==> config.mk <==
export PLATFORM = sky130hd
export DESIGN_NAME = imul_sequencer
export DESIGN_NICKNAME = d
export VERILOG_FILES = /design/src/rtl/imul_sequencer.sv
export SDC_FILE = /design/constraint.sdc
export NUM_CORES = 1
export LEC_CHECK = 0
export ABC_AREA = 1
export BUFFER_PORTS_ARGS = -buffer_cell sky130_fd_sc_hd__buf_4
export CAP_MARGIN = 20
export CORE_MARGIN = 3
export CORE_UTILIZATION = 35
export CTS_CLUSTER_DIAMETER = 80
export DETAILED_ROUTE_END_ITERATION = 10
export GPL_TIMING_DRIVEN = 0
export SYNTH_ARGS = -nofsm -noshare
export SYNTH_HDL_FRONTEND = slang
export SYNTH_SLANG_ARGS = --single-unit
==> constraint.sdc <==
create_clock -name Clock -period 3.4 [get_ports Clock]
set_input_delay 0.17 -clock Clock [delete_from_list [all_inputs] [get_ports Clock]]
set_output_delay 0.17 -clock Clock [all_outputs]
set_load 0.01 [all_outputs]
==> src/rtl/imul_sequencer.sv <==
// Multicycle control around a combinational 16x16 unsigned multiplier:
// capture operands, wait LATENCY settling cycles, write the 32-bit product back as two halves.
module imul_sequencer #(
  parameter int unsigned LATENCY = 2,
  parameter int unsigned AW      = 8
) (
  input  logic          Clock,
  input  logic          Reset,
  input  logic          iStart,
  input  logic [15:0]   iA,
  input  logic [15:0]   iB,
  input  logic [AW-1:0] iDestAddr,
  output logic [15:0]   oMulA,
  output logic [15:0]   oMulB,
  input  logic [31:0]   iMulResult,
  output logic          oBusy,
  output logic          oWriteEnable,
  output logic [AW-1:0] oWriteAddr,
  output logic [15:0]   oWriteData,
  output logic          oDone
);

  if (LATENCY < 1 || LATENCY > 15) begin : g_bad_latency
    $error("imul_sequencer: LATENCY must be within 1..15");
  end

  typedef enum logic [1:0] {IDLE, SETTLE, WR_LO, WR_HI} state_t;

  state_t        state;
  state_t        state_next;
  logic [3:0]    count;
  logic [31:0]   product;
  logic [AW-1:0] dest;

  always_ff @(posedge Clock or negedge Reset) begin
    if (!Reset) state <= IDLE;
    else        state <= state_next;
  end

  always_comb begin
    state_next   = state;
    oBusy        = 1'b1;
    oWriteEnable = 1'b0;
    oWriteAddr   = '0;
    oWriteData   = '0;
    oDone        = 1'b0;
    case (state)
      IDLE: begin
        oBusy = 1'b0;
        if (iStart) state_next = SETTLE;
      end
      SETTLE: begin
        if (count == '0) state_next = WR_LO;
      end
      WR_LO: begin
        oWriteEnable = 1'b1;
        oWriteAddr   = dest;
        oWriteData   = product[15:0];
        state_next   = WR_HI;
      end
      WR_HI: begin
        oWriteEnable = 1'b1;
        oWriteAddr   = dest + AW'(1);
        oWriteData   = product[31:16];
        oDone        = 1'b1;
        state_next   = IDLE;
      end
      default: begin
        oBusy      = 1'b0;
        state_next = IDLE;
      end
    endcase
  end

  // Operands stay on the multiplier inputs until the next accepted start.
  always_ff @(posedge Clock or negedge Reset) begin
    if (!Reset) begin
      oMulA   <= '0;
      oMulB   <= '0;
      dest    <= '0;
      count   <= '0;
      product <= '0;
    end else begin
      case (state)
        IDLE: begin
          if (iStart) begin
            oMulA <= iA;
            oMulB <= iB;
            dest  <= iDestAddr;
            count <= 4'(LATENCY - 1);
          end
        end
        SETTLE: begin
          if (count != '0) count   <= count - 4'd1;
          else             product <= iMulResult;
        end
        default: ;
      endcase
    end
  end

endmodule
* Word level (Yosys, flattened, before mapping) *
Index checks and enable logic that the tools add are counted.
W data, S select, Z words.

storage, ports and cells
  register bits = 78
  input bits = 75
  output and inout bits = 59
  logic and storage cells = 35

operators by class
  add/sub/neg operators = 2
  eq/ne operators = 6
  mux-type cells = 11
  bitwise operators = 1
  reduce and logical (&&, ||, !) cells = 9

operators with widths
  cell                   number
  $pmux W16 S2           1
  $pmux W8 S2            1
  $add A8 B1 Y8 const B  1
  $mux W4                2
  $pmux W2 S4            1
  $pmux W4 S2            1
  $ne A2 B2 Y1 const B   3
  $reduce_and A2 Y1      3
  $eq A2 B2 Y1 const B   2
  $logic_not A4 Y1       1
  $mux W2                2
  $reduce_bool A4 Y1     1
  $sub A4 B1 Y4 const B  1
  $mux W1                3
  $reduce_and A3 Y1      1
  $eq A2 B1 Y1 const B   1
  $logic_not A2 Y1       1
  $reduce_bool A2 Y1     1
  $reduce_or A2 Y1       1
  $not A1 Y1             1

* Longest topological paths before layout *
Gate-level depths: netlist (run 1).

  depth after elaboration = 3
  mapped depth = 8
  depth with buffers taken out = 8

* Worst setup path before layout (run 1) *
No wires, ideal clock.

  kind = register to register
  from = register state[0]
  to = register dest[0]
  library setup time = 0.125 ns
  data arrival time = 1.277 ns
  data required time = 3.275 ns
  slack = 1.998 ns
  stages on the path, launching flop included = 6
  buffers on the path = 1
  clock period less this slack = 1.402 ns
  cells stage by stage = dfrtp_1 -> inv_1 -> ha_1 -> nand2_4 -> buf_6 -> mux2_4

on the way
  longest elaborated chain between the ends = 2

RTL lines
  item                                line  text
  start, declared                     29    state_t state;
  start signal, assigned              37    else state <= state_next;
  $logic_not A2 Y1                    84    case (state)
  $reduce_and A2 Y1 (no source line)  --
  end signal, assigned                89    dest <= iDestAddr;
  end, declared                       33    logic [AW-1:0] dest;

No other way between the ends.
A chain may end at the register's enable or synchronous reset.

* Worst setup path after layout (run 1) *
  from = register state[0]
  to = output oWriteData[0]

on the way
  longest elaborated chain between the ends = 2
  elaborated cells on any way between the ends = 3
  those cells by class = eq/ne (2); mux (1)

RTL lines
  item            line  text
  $eq A2 B2 Y1    47    case (state)
  $pmux W16 S2 *  47
  end, declared   19    output logic [15:0] oWriteData,

Mark *: on every way between the ends. The rest lies on a longest branch, timed or not.

==> summary.txt, run 1 <==
Cells and area
  – Area occupied by registers: 0.00195 mm²
  – Nets: between 500 and 600
  – Antenna diode instance count: 0
  – Area of the multi-input gates: about 0.0015 mm²
  – Fill cells: roughly 940
  – Design area: roughly 0.005 mm²
  – Final std cells w/o fill: between 600 and 700
  – Area grow syn2layout: 37.6%
  – Share of cells above drive strength 1: 42.3%

Power and ir drop
  – Power per cell area: ~950 mW/mm²
  – P_leak: about 2.8 nW
  – Total power: 4.85 mW
  – VDD IR-drop max: about 480 µV

Setup path
  – CP max stage cell: clkbuf_1
  – CP peak stage delay: 0.45 ns
  – Cell Chain, Critical Path: inv_1 > ha_1 > clkbuf_1 > a22o_1 > buf_4
  – Critical path class: reg2out
  – Delay-heaviest family, CP: buffers and inverters
  – Crit path required time: 3.23 ns
  – CP endpoint kind: output port
  – Worst Path Buf+Inv: 3
  – Crit path DAT: roughly 2 ns
  – Worst Path Max Fanout: 10
  – R2R depth: 5
  – CP Depth: 5
  – CP Launch Type: flop

Run status
  – Run status: finished clean

Place
  – DP Area: 0.00488 mm²
  – Dpl cells: 614
  – DP HPWL: around 6400 µm
  – Port Buffers: 133
  – GP Congestion: 0.822

Drt
  – 1st-pass router iterations: 4
  – Vias per cell: about 4.5
  – Post-Route WL: slightly below 9000 µm
  – Residual DRC: 0
  – DRT antenna net count: 0
  – DR vias: between 2k and 3k
  – Mean routed wirelength per cell: ~14 µm
  – DR iter-0 viols: 92

Yosys
  – Yosys warns: 0
  – Largest family of logic cells by synthesized area: multiplexers
  – Mapped Avg Cell Area: between 10 and 15 µm²
  – Top cell type's share of synthesized area: ~53%
  – Synth Register Bits: 78
  – Sequential-to-total area share from yosys stat: 52.5%
  – Post-synthesis xor/xnor area fraction: less than 1%
  – Simple-gate share of the synthesized area: 10.7%
  – Mapped Cells: between 300 and 400
  – Synth top area cells: dfrtp_1 53%, mux2_4 13%, nand2_1 7.0%
  – Adder-cell share of the synthesized area: 2.36%
  – Mux contribution to synthesized area: about 14%
  – Compound-gate portion of the synthesized area: 11.7%
  – Distinct cells, synth: 23
  – Post-Syn Nets: 430
  – Mapped Area: 0.00371 mm²
  – Yosys top cell by area: dfrtp_1

Timing
  – Setup TNS: 0 ns
  – Final Hold Vio Count: 0
  – Period minus WS final: ~2.1 ns
  – Worst-margin pin slew: 0.532 ns
  – Final Cycle Share: 62.5%
  – Clock skew: ~0.0078 ns
  – Setup-failing EPs final: 0
  – Fin Hold WS: about 0.046 ns
  – Slew headroom: 64.5%
  – Pins Over Slew Limit: 0
  – RSZ-0062 raised after global routing: false
  – Max frequency: 0.470 GHz

Global routing
  – Largest net degree at the start of global routing: 79
  – First-pass GRT wire length: approximately 14000 µm
  – Initial antenna violation count: 0
  – Tot GR Track Use: around 15%
  – Congestion Overflow GR: 0
  – Vias in the first global route: approximately 2.9k

Clocking
  – Clock sinks: slightly below 80
  – Clock Latency Late Sink: between 0.3 and 0.4 ns
  – Clock transition at the registers of the reported paths: about 0.090 ns
  – CTS tree: done
  – TritonCTS Buffers: 9
  – Root cell of the clock tree: clkbuf_8
  – Clk buf depth: 2
  – CTS H-Tree Depth: 3

Flow run
  – MaxCap Viol Count: 0

Die
  – Die footprint: between 0.01 and 0.015 mm²
  – Core area: roughly 0.010 mm²
  – Initial core utilization: between 30% and 40%
  – Die boundary height: approximately 110 µm
  – I/O pin count: between 100 and 150
  – Num rows: 36
  – Width of the chip: about 110 µm

Hold path
  – Min-Delay Path Class: in2reg
  – Worst Hold Path Cells: 2
cell type report:
class                           count  share of cell area [%]
Clock inverter                      5                   0.808
Inverter                           49                    3.60
Tap cell                          133                    3.26
Timing Repair Buffer              135                    20.3
Buffer                             15                    2.42
Multi-Input combinational cell    206                    28.5
Clock buffer                       11                    2.96
Sequential cell                    78                    38.2
state kept, by name, indices dropped and copies added, names as in the netlist:
signal / cells
count: 4
dest: 8
oMulA: 16
oMulB: 16
product: 32
state: 2
cell families after synthesis:
| logic type | count (synthesis) |
|---|---|
| muxes | 36 |
| buffers and inverters | 64 |
| DFF | 78 |
| adders and majority gates | 7 |
| and+or+nand+nor | 98 |
| AOI/OAI and AO/OA | 64 |
| xor gates and xnor gates | 1 |
repair_timing:
action,4_1_cts,5_1_grt
hold buffers,0,1
setup endpoints to repair,0,0
buffers inserted,0,0
hold endpoints to repair,0,78
gates resized for setup,0,0
stage by stage:
stage	setup WS (ns)	util (%)
global route	1.13	50.9
CTS	1.23	50.5
global placement	1.62	48.6
floorplan	2.00	-
finish	1.27	50.9
detailed placement	1.65	48.6
synthesized netlist by cell type:
cell type,number
buf_6,9
nand3_2,1
clkbuf_1,6
o21ai_1,19
o21ai_2,12
nand4_1,1
nand3_1,7
nor2_2,1
nor2_1,17
nand2_2,1
dfrtp_1,78
mux2_4,32
mux2_2,4
ha_1,7
o22ai_1,3
nand2_4,1
a22o_1,17
o21bai_1,1
nand2_1,69
xor2_1,1
a21oi_1,6
o21ai_0,6
inv_1,49
worst reg2reg max path, stage by stage (launching register included):
cell and delay (ns):
dfrtp_1 0.39, inv_1 0.09, ha_1 0.27, nand3_2 0.13, clkbuf_1 0.43, o21ai_0 0.16
final timing paths:
kind	endpoint	slack, ns	startpoint
min	oMulB[2]	0.05	iB[2]
max reg2reg	product[0]	1.80	state[1]
max	oWriteData[0]	1.27	state[0]
max in group asynchronous	count[3]	2.69	Reset
min reg2reg	product[27]	0.49	product[27]
min in group asynchronous	oMulB[11]	0.16	Reset
routing by layer:
layer / vias to the layer above / routed length, µm / track usage (%)
met3: 12 / 781 / 5.92
met4: 0 / 118 / 5.23
met5: - / 0 / 0
li1: 1418 / - / -
met1: 1344 / 3720 / 19.2
met2: 97 / 4100 / 23.6
power breakdown:
part	switching, mW	internal, mW	leakage (nW)
clock	0.357	0.310	0.0922
sequential	0.306	1.40	0.937
combinational	1.16	1.32	1.74
layout by cell type (no fill, tap or decap), drive strengths merged:
cell,instances
a21oi,6
a22o,17
buf,143
clkbuf,17
clkinv,2
clkinvlp,2
dfrtp,78
dlygate4sd3,1
ha,7
inv,50
mux2,36
nand2,71
nand3,8
nand4,1
nor2,18
o21ai,37
o21bai,1
o22ai,3
xor2,1
No activity file was read; power rests on OpenSTA's default activity.
==> run 2, diff against run 1 <==
--- a/config.mk
+++ b/config.mk
@@ -5,7 +5,7 @@
 export SDC_FILE = /design/constraint.sdc
 export NUM_CORES = 1
 export LEC_CHECK = 0
-export ABC_AREA = 1
+export ABC_AREA = 0
 export BUFFER_PORTS_ARGS = -buffer_cell sky130_fd_sc_hd__buf_4
 export CAP_MARGIN = 20
 export CORE_MARGIN = 3
==> constraint.sdc (replaced) <==
create_clock -name Clock -period 1.8 [get_ports Clock]
set_input_delay 0.09 -clock Clock [delete_from_list [all_inputs] [get_ports Clock]]
set_output_delay 0.09 -clock Clock [all_outputs]
set_load 0.01 [all_outputs]
==> run 2 against run 1 <==
Clock power grew 99%. Global-route usage grew 1.7 points. Count of clock-buffer cells in the layout shrank 1. Wire length grew 12%. Die area shrank 4.0%. Synthesized cell count shrank 30%. Worst hold slack gained 0.15 ns. Combinational power grew 99%. Sequential power grew 89%. Final area grew 15%. The run now ends with negative setup slack left.
==> summary.txt, run 2 <==
Place
  – DP Area: roughly 0.0047 mm²
  – Pre-CTS WS: -0.219 ns
  – Dpl cells: between 500 and 600
  – DP HPWL: 6200 µm
  – Port Buffers: 133
  – GP Congestion: slightly below 0.8

Yosys
  – Top-count cell post-synth: dfrtp_1
  – Most frequent cells after synthesis: 78 x dfrtp_1, 43 x mux2_2, 30 x mux2_4, 25 x a22o_1, 10 x clkbuf_1
  – Synth Register Bits: 78
  – Post-Syn Nets: about 320
  – Mapped Area: between 0.003 and 0.004 mm²
  – Number of flops mapped to enable cells by yosys: 0
  – Primary FF master, synth: dfrtp_1
  – Synth top area cells: dfrtp_1 55%, mux2_2 14%, mux2_4 13%
  – Mapped Cells: ~240
  – Asr flop ratio synth: 100%
  – Sequential-to-total area share from yosys stat: a little over half
  – Distinct cells, synth: 27
  – Yosys top cell by area: dfrtp_1
  – Mapped Avg Cell Area: 14.7 µm²
  – Yosys warns: 0
  – Top cell type's share of synthesized area: between 50% and 60%

Cells and area
  – Nets: 550
  – Final std cells w/o fill: between 600 and 700
  – Most frequent cells in the layout: 145 x buf_4, 76 x dfrtp_1, 73 x dlygate4sd3_1, 41 x mux2_2, 32 x mux2_4
  – Largest registers: product x32, oMulA x16, oMulB x16
  – Design area: 0.00588 mm²
  – Area grow syn2layout: 65.3%
  – Antenna diode instance count: 0
  – Share of cells above drive strength 1: a little over half
  – Max FFs per register: 32
  – Biggest register: product
  – Commonest non-fill, non-tap cell in the layout: buf_4

Setup path
  – Worst Path Buf+Inv: 3
  – CP Depth: 7
  – CP max stage cell: or3b_4
  – CP peak stage delay: just over 0.4 ns
  – CP endpoint kind: flop
  – CP Launch Type: flop
  – Crit path required time: between 2 and 2.5 ns
  – Crit path DAT: 2.09 ns
  – Worst Path Max Fanout: 5
  – R2R depth: 7
  – Critical path class: reg2reg
  – Cell Chain, Critical Path: inv_2 > ha_4 > or3b_4 > nor2_8 > buf_12 > clkbuf_16 > mux2_4
  – Delay-heaviest family, CP: simple AND/OR/NAND/NOR gates

Clocking
  – Clk buf depth: 2
  – CTS tree: done
  – CTS H-Tree Depth: 3
  – Clock transition at the registers of the reported paths: 0.08 ns
  – TritonCTS Buffers: 9
  – Clock Latency Late Sink: ~0.35 ns
  – Clock sinks: 78
  – Root cell of the clock tree: clkbuf_8

Global routing
  – Vias in the first global route: approximately 3k
  – Largest net degree at the start of global routing: between 70 and 80
  – Congestion Overflow GR: 0
  – Initial antenna violation count: 0
  – First-pass GRT wire length: 15100 µm
  – Tot GR Track Use: around 17%

Drt
  – DR vias: about 2.8k
  – Residual DRC: 0
  – 1st-pass router iterations: 4
  – DRT antenna net count: 0
  – Vias per cell: between 4 and 5
  – Post-Route WL: about 9700 µm
  – DR iter-0 viols: 98
  – Mean routed wirelength per cell: 16.1 µm

Die
  – Die boundary height: 107 µm
  – Num rows: 36
  – I/O pin count: roughly 130
  – Width of the chip: between 100 and 150 µm
  – Initial core utilization: a little over a third
  – Core area: between 0.009 and 0.01 mm²
  – Die footprint: about 0.011 mm²

Timing
  – Period minus WS final: 1.86 ns
  – Setup-failing EPs final: 20
  – RSZ-0062 raised after global routing: true
  – Clock skew: approximately 0.0076 ns
  – Worst-margin pin slew: around 1.0 ns
  – Setup slack after layout: -0.0563 ns
  – Max frequency: about 0.54 GHz
  – Final Hold Vio Count: 0
  – Final Cycle Share: 103%
  – Pins Over Slew Limit: 0
  – Setup TNS: -0.583 ns
  – Slew headroom: between 30 and 40%

Power and ir drop
  – Power per cell area: between 1500 and 2000 mW/mm²
  – Total power: between 9 and 10 mW
  – P_leak: between 2 and 3 nW
  – VDD IR-drop max: just under 800 µV

Hold path
  – Worst Hold Path Cells: 4
  – Min-Delay Path Class: in2reg

Run status
  – Run status: complete, but fails checks
  – Failing checks: negative setup slack

Flow run
  – MaxCap Viol Count: 0
## run 2: layout make-up
cell class	count	area, µm²
plain buffers	10	104
fillers	820	3940
multi-input cells	143	1550
clock inverters	6	70.1
clock buffers	10	128
flip-flops and latches	78	1950
repair buffers	219	1880
inverters	7	26.3
well taps	133	166
## run 2: worst paths after layout
| kind | from | end | slack, ns |
|---|---|---|---|
| max | count[0] | product[28] | -0.06 |
| min | iStart | state[0] | 0.20 |
| max reg2reg | count[0] | product[28] | -0.06 |
| min reg2reg | oMulB[14] | oMulB[14] | 0.51 |
| max in group asynchronous | Reset | dest[2] | 0.64 |
| min in group asynchronous | Reset | oMulA[13] | 0.44 |
## run 2: metal layers
layer / track usage (%) / vias up / routed length [µm]
li1: - / 1322 / -
met1: 20.8 / 1361 / 4150
met2: 29.1 / 93 / 4940
met3: 3.49 / 17 / 471
met4: 5.84 / 0 / 179
met5: 0 / - / 0
## run 2: timing repair
item,4_1_cts,5_1_grt
endpoints found under the setup margin,97,97
hold buffers,73,0
pin swaps,2,2
endpoints found under the hold margin,150,0
setup buffers,8,4
resized for setup,20,29
gates cloned,2,1
## run 2: cells by family after synthesis
kind of cell / Yosys count / share of synthesized area (%)
DFF: 78 / 54.8
muxes: 74 / 26.5
AOI/OAI and AO/OA: 35 / 7.66
buffers and inverters: 21 / 3.62
and+or+nand+nor: 21 / 3.41
adders and majority gates: 7 / 2.46
xor gates and xnor gates: 6 / 1.48
## run 2: worst register-to-register path, cell delays in order (launching register included)
cell       delay, ns
dfrtp_1         0.40
inv_2           0.09
ha_4            0.13
or3b_4          0.41
nor2_8          0.12
buf_12          0.15
clkbuf_16       0.16
mux2_4          0.30
## run 2: per-stage QoR
step                      hold slack, ns  utilization, %
after global placement             0.322            48.2
after global routing               0.207            59.9
final                              0.198            59.9
after floorplan                   -0.206               -
after detailed placement           0.322            48.2
after CTS                          0.241            59.4
## run 2: power by group
| group | leakage (nW) | internal (mW) | switching (mW) |
|---|---|---|---|
| sequential | 0.930 | 2.65 | 0.567 |
| combinational | 1.76 | 2.96 | 1.98 |
| clock | 0.0891 | 0.649 | 0.685 |
==> run 3, diff against run 2 <==
--- a/config.mk
+++ b/config.mk
@@ -13,6 +13,7 @@
 export CTS_CLUSTER_DIAMETER = 80
 export DETAILED_ROUTE_END_ITERATION = 10
 export GPL_TIMING_DRIVEN = 0
+export REMOVE_ABC_BUFFERS = 1
 export SYNTH_ARGS = -nofsm -noshare
 export SYNTH_HDL_FRONTEND = slang
 export SYNTH_SLANG_ARGS = --single-unit
==> run 3 against run 2 <==
The run still ends with negative setup slack left. Global-route usage rose by 0.51 points. Count of clock-buffer cells in the layout did not move. Core utilization rose by 0.73 points. First-iteration DRC count fell by 1.0%. Final cell count rose by 0.33%. Largest cell class unchanged.
==> summary.txt, run 3 (synthesized netlist as in run 2, its figures left out) <==
Place
  – Dpl cells: just under 500
  – DP Area: 0.00464 mm²
  – Pre-CTS WS: -0.587 ns
  – GP Congestion: ~0.75
  – DP HPWL: ~5400 µm
  – Port Buffers: around 130

Power and ir drop
  – Clock power frac: about 15%
  – Seq pwr share: roughly 33%
  – P_int: 6.51 mW
  – P_leak: 2.81 nW
  – Switching Fraction: 33.3%
  – Switching pwr: 3.26 mW
  – Power per cell area: between 1500 and 2000 mW/mm²
  – VDD IR-drop max: approximately 1000 µV
  – Comb pwr share: 52.4%
  – Total power: 9.76 mW

Cells and area
  – Area of the multi-input gates: between 0.0015 and 0.002 mm²
  – Area occupied by registers: just under 0.002 mm²
  – Design area: a little under 0.006 mm²
  – Largest registers: product x32, oMulA x16, oMulB x16
  – Fill cells: between 800 and 900
  – Most frequent cells in the layout: 148 x buf_4, 76 x dfrtp_1, 73 x dlygate4sd3_1, 41 x mux2_2, 32 x mux2_4
  – Commonest non-fill, non-tap cell in the layout: buf_4
  – Share of cells above drive strength 1: a little under three fifths
  – Biggest register: product
  – Area grow syn2layout: 67.3%
  – Final std cells w/o fill: just over 600
  – Nets: 552
  – Antenna diode instance count: 0
  – Max FFs per register: 32

Timing
  – Clock skew: between 0.009 and 0.01 ns
  – Max frequency: about 0.55 GHz
  – Final Cycle Share: 101%
  – Setup slack after layout: -0.0245 ns
  – Setup-failing EPs final: 23
  – Worst-margin pin slew: around 0.50 ns
  – Pins Over Slew Limit: 0
  – Final Hold Vio Count: 0
  – Period minus WS final: roughly 1.8 ns
  – RSZ-0062 raised after global routing: true
  – Fin Hold WS: ~0.18 ns
  – Slew headroom: about 66%

Die
  – Core area: slightly below 0.01 mm²
  – Width of the chip: approximately 110 µm
  – Initial core utilization: a little over a third
  – Die footprint: between 0.01 and 0.015 mm²
  – Die boundary height: 107 µm
  – I/O pin count: approximately 130
  – Num rows: 36

Drt
  – Vias per cell: 4.62
  – 1st-pass router iterations: 4
  – DR vias: 2810
  – Mean routed wirelength per cell: ~16 µm
  – Residual DRC: 0
  – DRT antenna net count: 0
  – DR iter-0 viols: 97
  – Post-Route WL: between 9000 and 10000 µm

Run status
  – Run status: complete, but fails checks
  – Failing checks: negative setup slack

Setup path
  – Critical path class: reg2reg
  – CP Launch Type: flop
  – Critical path origin: count[1]
  – CP max stage cell: or3b_4
  – Cell Chain, Critical Path: inv_2 > ha_4 > or3b_4 > nor2_8 > buf_12 > mux2_4
  – Worst Path Buf+Inv: 2
  – Worst R2R Start: count[1]
  – CP endpoint kind: flop
  – Delay-heaviest family, CP: simple AND/OR/NAND/NOR gates
  – Crit path DAT: between 2 and 2.5 ns
  – CP peak stage delay: between 0.4 and 0.5 ns
  – Worst Path Max Fanout: 8
  – Crit path required time: 2.02 ns

Global routing
  – Largest net degree at the start of global routing: slightly below 80
  – Congestion Overflow GR: 0
  – Initial antenna violation count: 0
  – First-pass GRT wire length: approximately 16000 µm
  – Vias in the first global route: between 3k and 4k
  – Tot GR Track Use: around 17%

Clocking
  – Clock Latency Late Sink: between 0.3 and 0.4 ns
  – CTS H-Tree Depth: 3
  – Root cell of the clock tree: clkbuf_8
  – Clock transition at the registers of the reported paths: ~0.08 ns
  – Clock sinks: 78
  – Clk buf depth: 2
  – CTS tree: done
  – TritonCTS Buffers: 9

Hold path
  – Hold Path Origin: iStart
  – Min-Delay Path Class: in2reg

Flow run
  – MaxCap Viol Count: 0
[run 3: cell count changes in the layout (fill, tap and decap cells not counted), sizes merged]
cell      before  now
buf          151  157
clkbuf        15   10
clkinv         1    3
inv            8    6
bufinv         1    2
clkinvlp       3    2
nor2           2    3
[run 3: final cells by class]
type | instances | share of cell area (%)
Clock buffer | 10 | 2.14
Clock inverter | 6 | 1.45
Inverter | 7 | 0.504
Multi-Input combinational cell | 144 | 26.4
Sequential cell | 78 | 32.8
Tap cell | 133 | 2.79
Timing Repair Buffer | 230 | 33.9
[run 3: worst reg2reg max path, delay by kind of cell, from the launching register on]
family,cells,cell delay (ns)
multiplexers,1,0.31
buffers and inverters,2,0.27
adder cells (fa/ha/maj),1,0.14
flip-flops,1,0.41
AND/OR/NAND/NOR,2,0.59
[run 3: what timing repair did]
| action | CTS | global route |
|---|---|---|
| hold endpoints to repair | 150 | 0 |
| pin swaps | 6 | 3 |
| gates resized for setup | 14 | 9 |
| endpoints found under the setup margin | 59 | 60 |
| hold buffers | 73 | 0 |
| buffers inserted | 16 | 7 |
| gates cloned | 2 | 0 |
[run 3: path summary, 6_finish.rpt]
path | end | slack [ns] | cells after the start
max in group asynchronous | dest[2] | 0.99 | 3
worst max register to register | product[19] | -0.02 | 6
min in group asynchronous | oMulB[12] | 0.23 | 2
worst min register to register | oMulA[12] | 0.51 | 1
worst max-delay path | product[19] | -0.02 | 6
worst min-delay path | state[0] | 0.18 | 4
[run 3: metrics by stage]
step	setup TNS (ns)	utilization [%]
final	-0.233	60.6
after CTS	-0.237	59.5
after global placement	-49.25	47.1
after detailed placement	-20.00	47.3
after floorplan	-20.44	-
after global routing	-1.70	60.6
[run 3: metal layers]
| layer | vias up | GRT usage, % | wire (µm) |
|---|---|---|---|
| li1 | 1327 | - | - |
| met1 | 1388 | 21.4 | 3970 |
| met2 | 70 | 29.6 | 4990 |
| met3 | 25 | 3.97 | 361 |
| met4 | 0 | 6.48 | 286 |
| met5 | - | 0 | 0 |
[run 3: power by group through the flow]
| stage | registers (mW) | clock network (mW) | logic, mW |
|---|---|---|---|
| final | 3.21 | 1.44 | 5.11 |
| after global routing | 3.34 | 1.56 | 5.52 |
| after CTS | 3.19 | 1.49 | 4.92 |
| after detailed placement | 3.21 | 0 | 4.32 |
| after global placement | 3.17 | 0 | 4.26 |
| after floorplan | 3.28 | 0 | 2.42 |
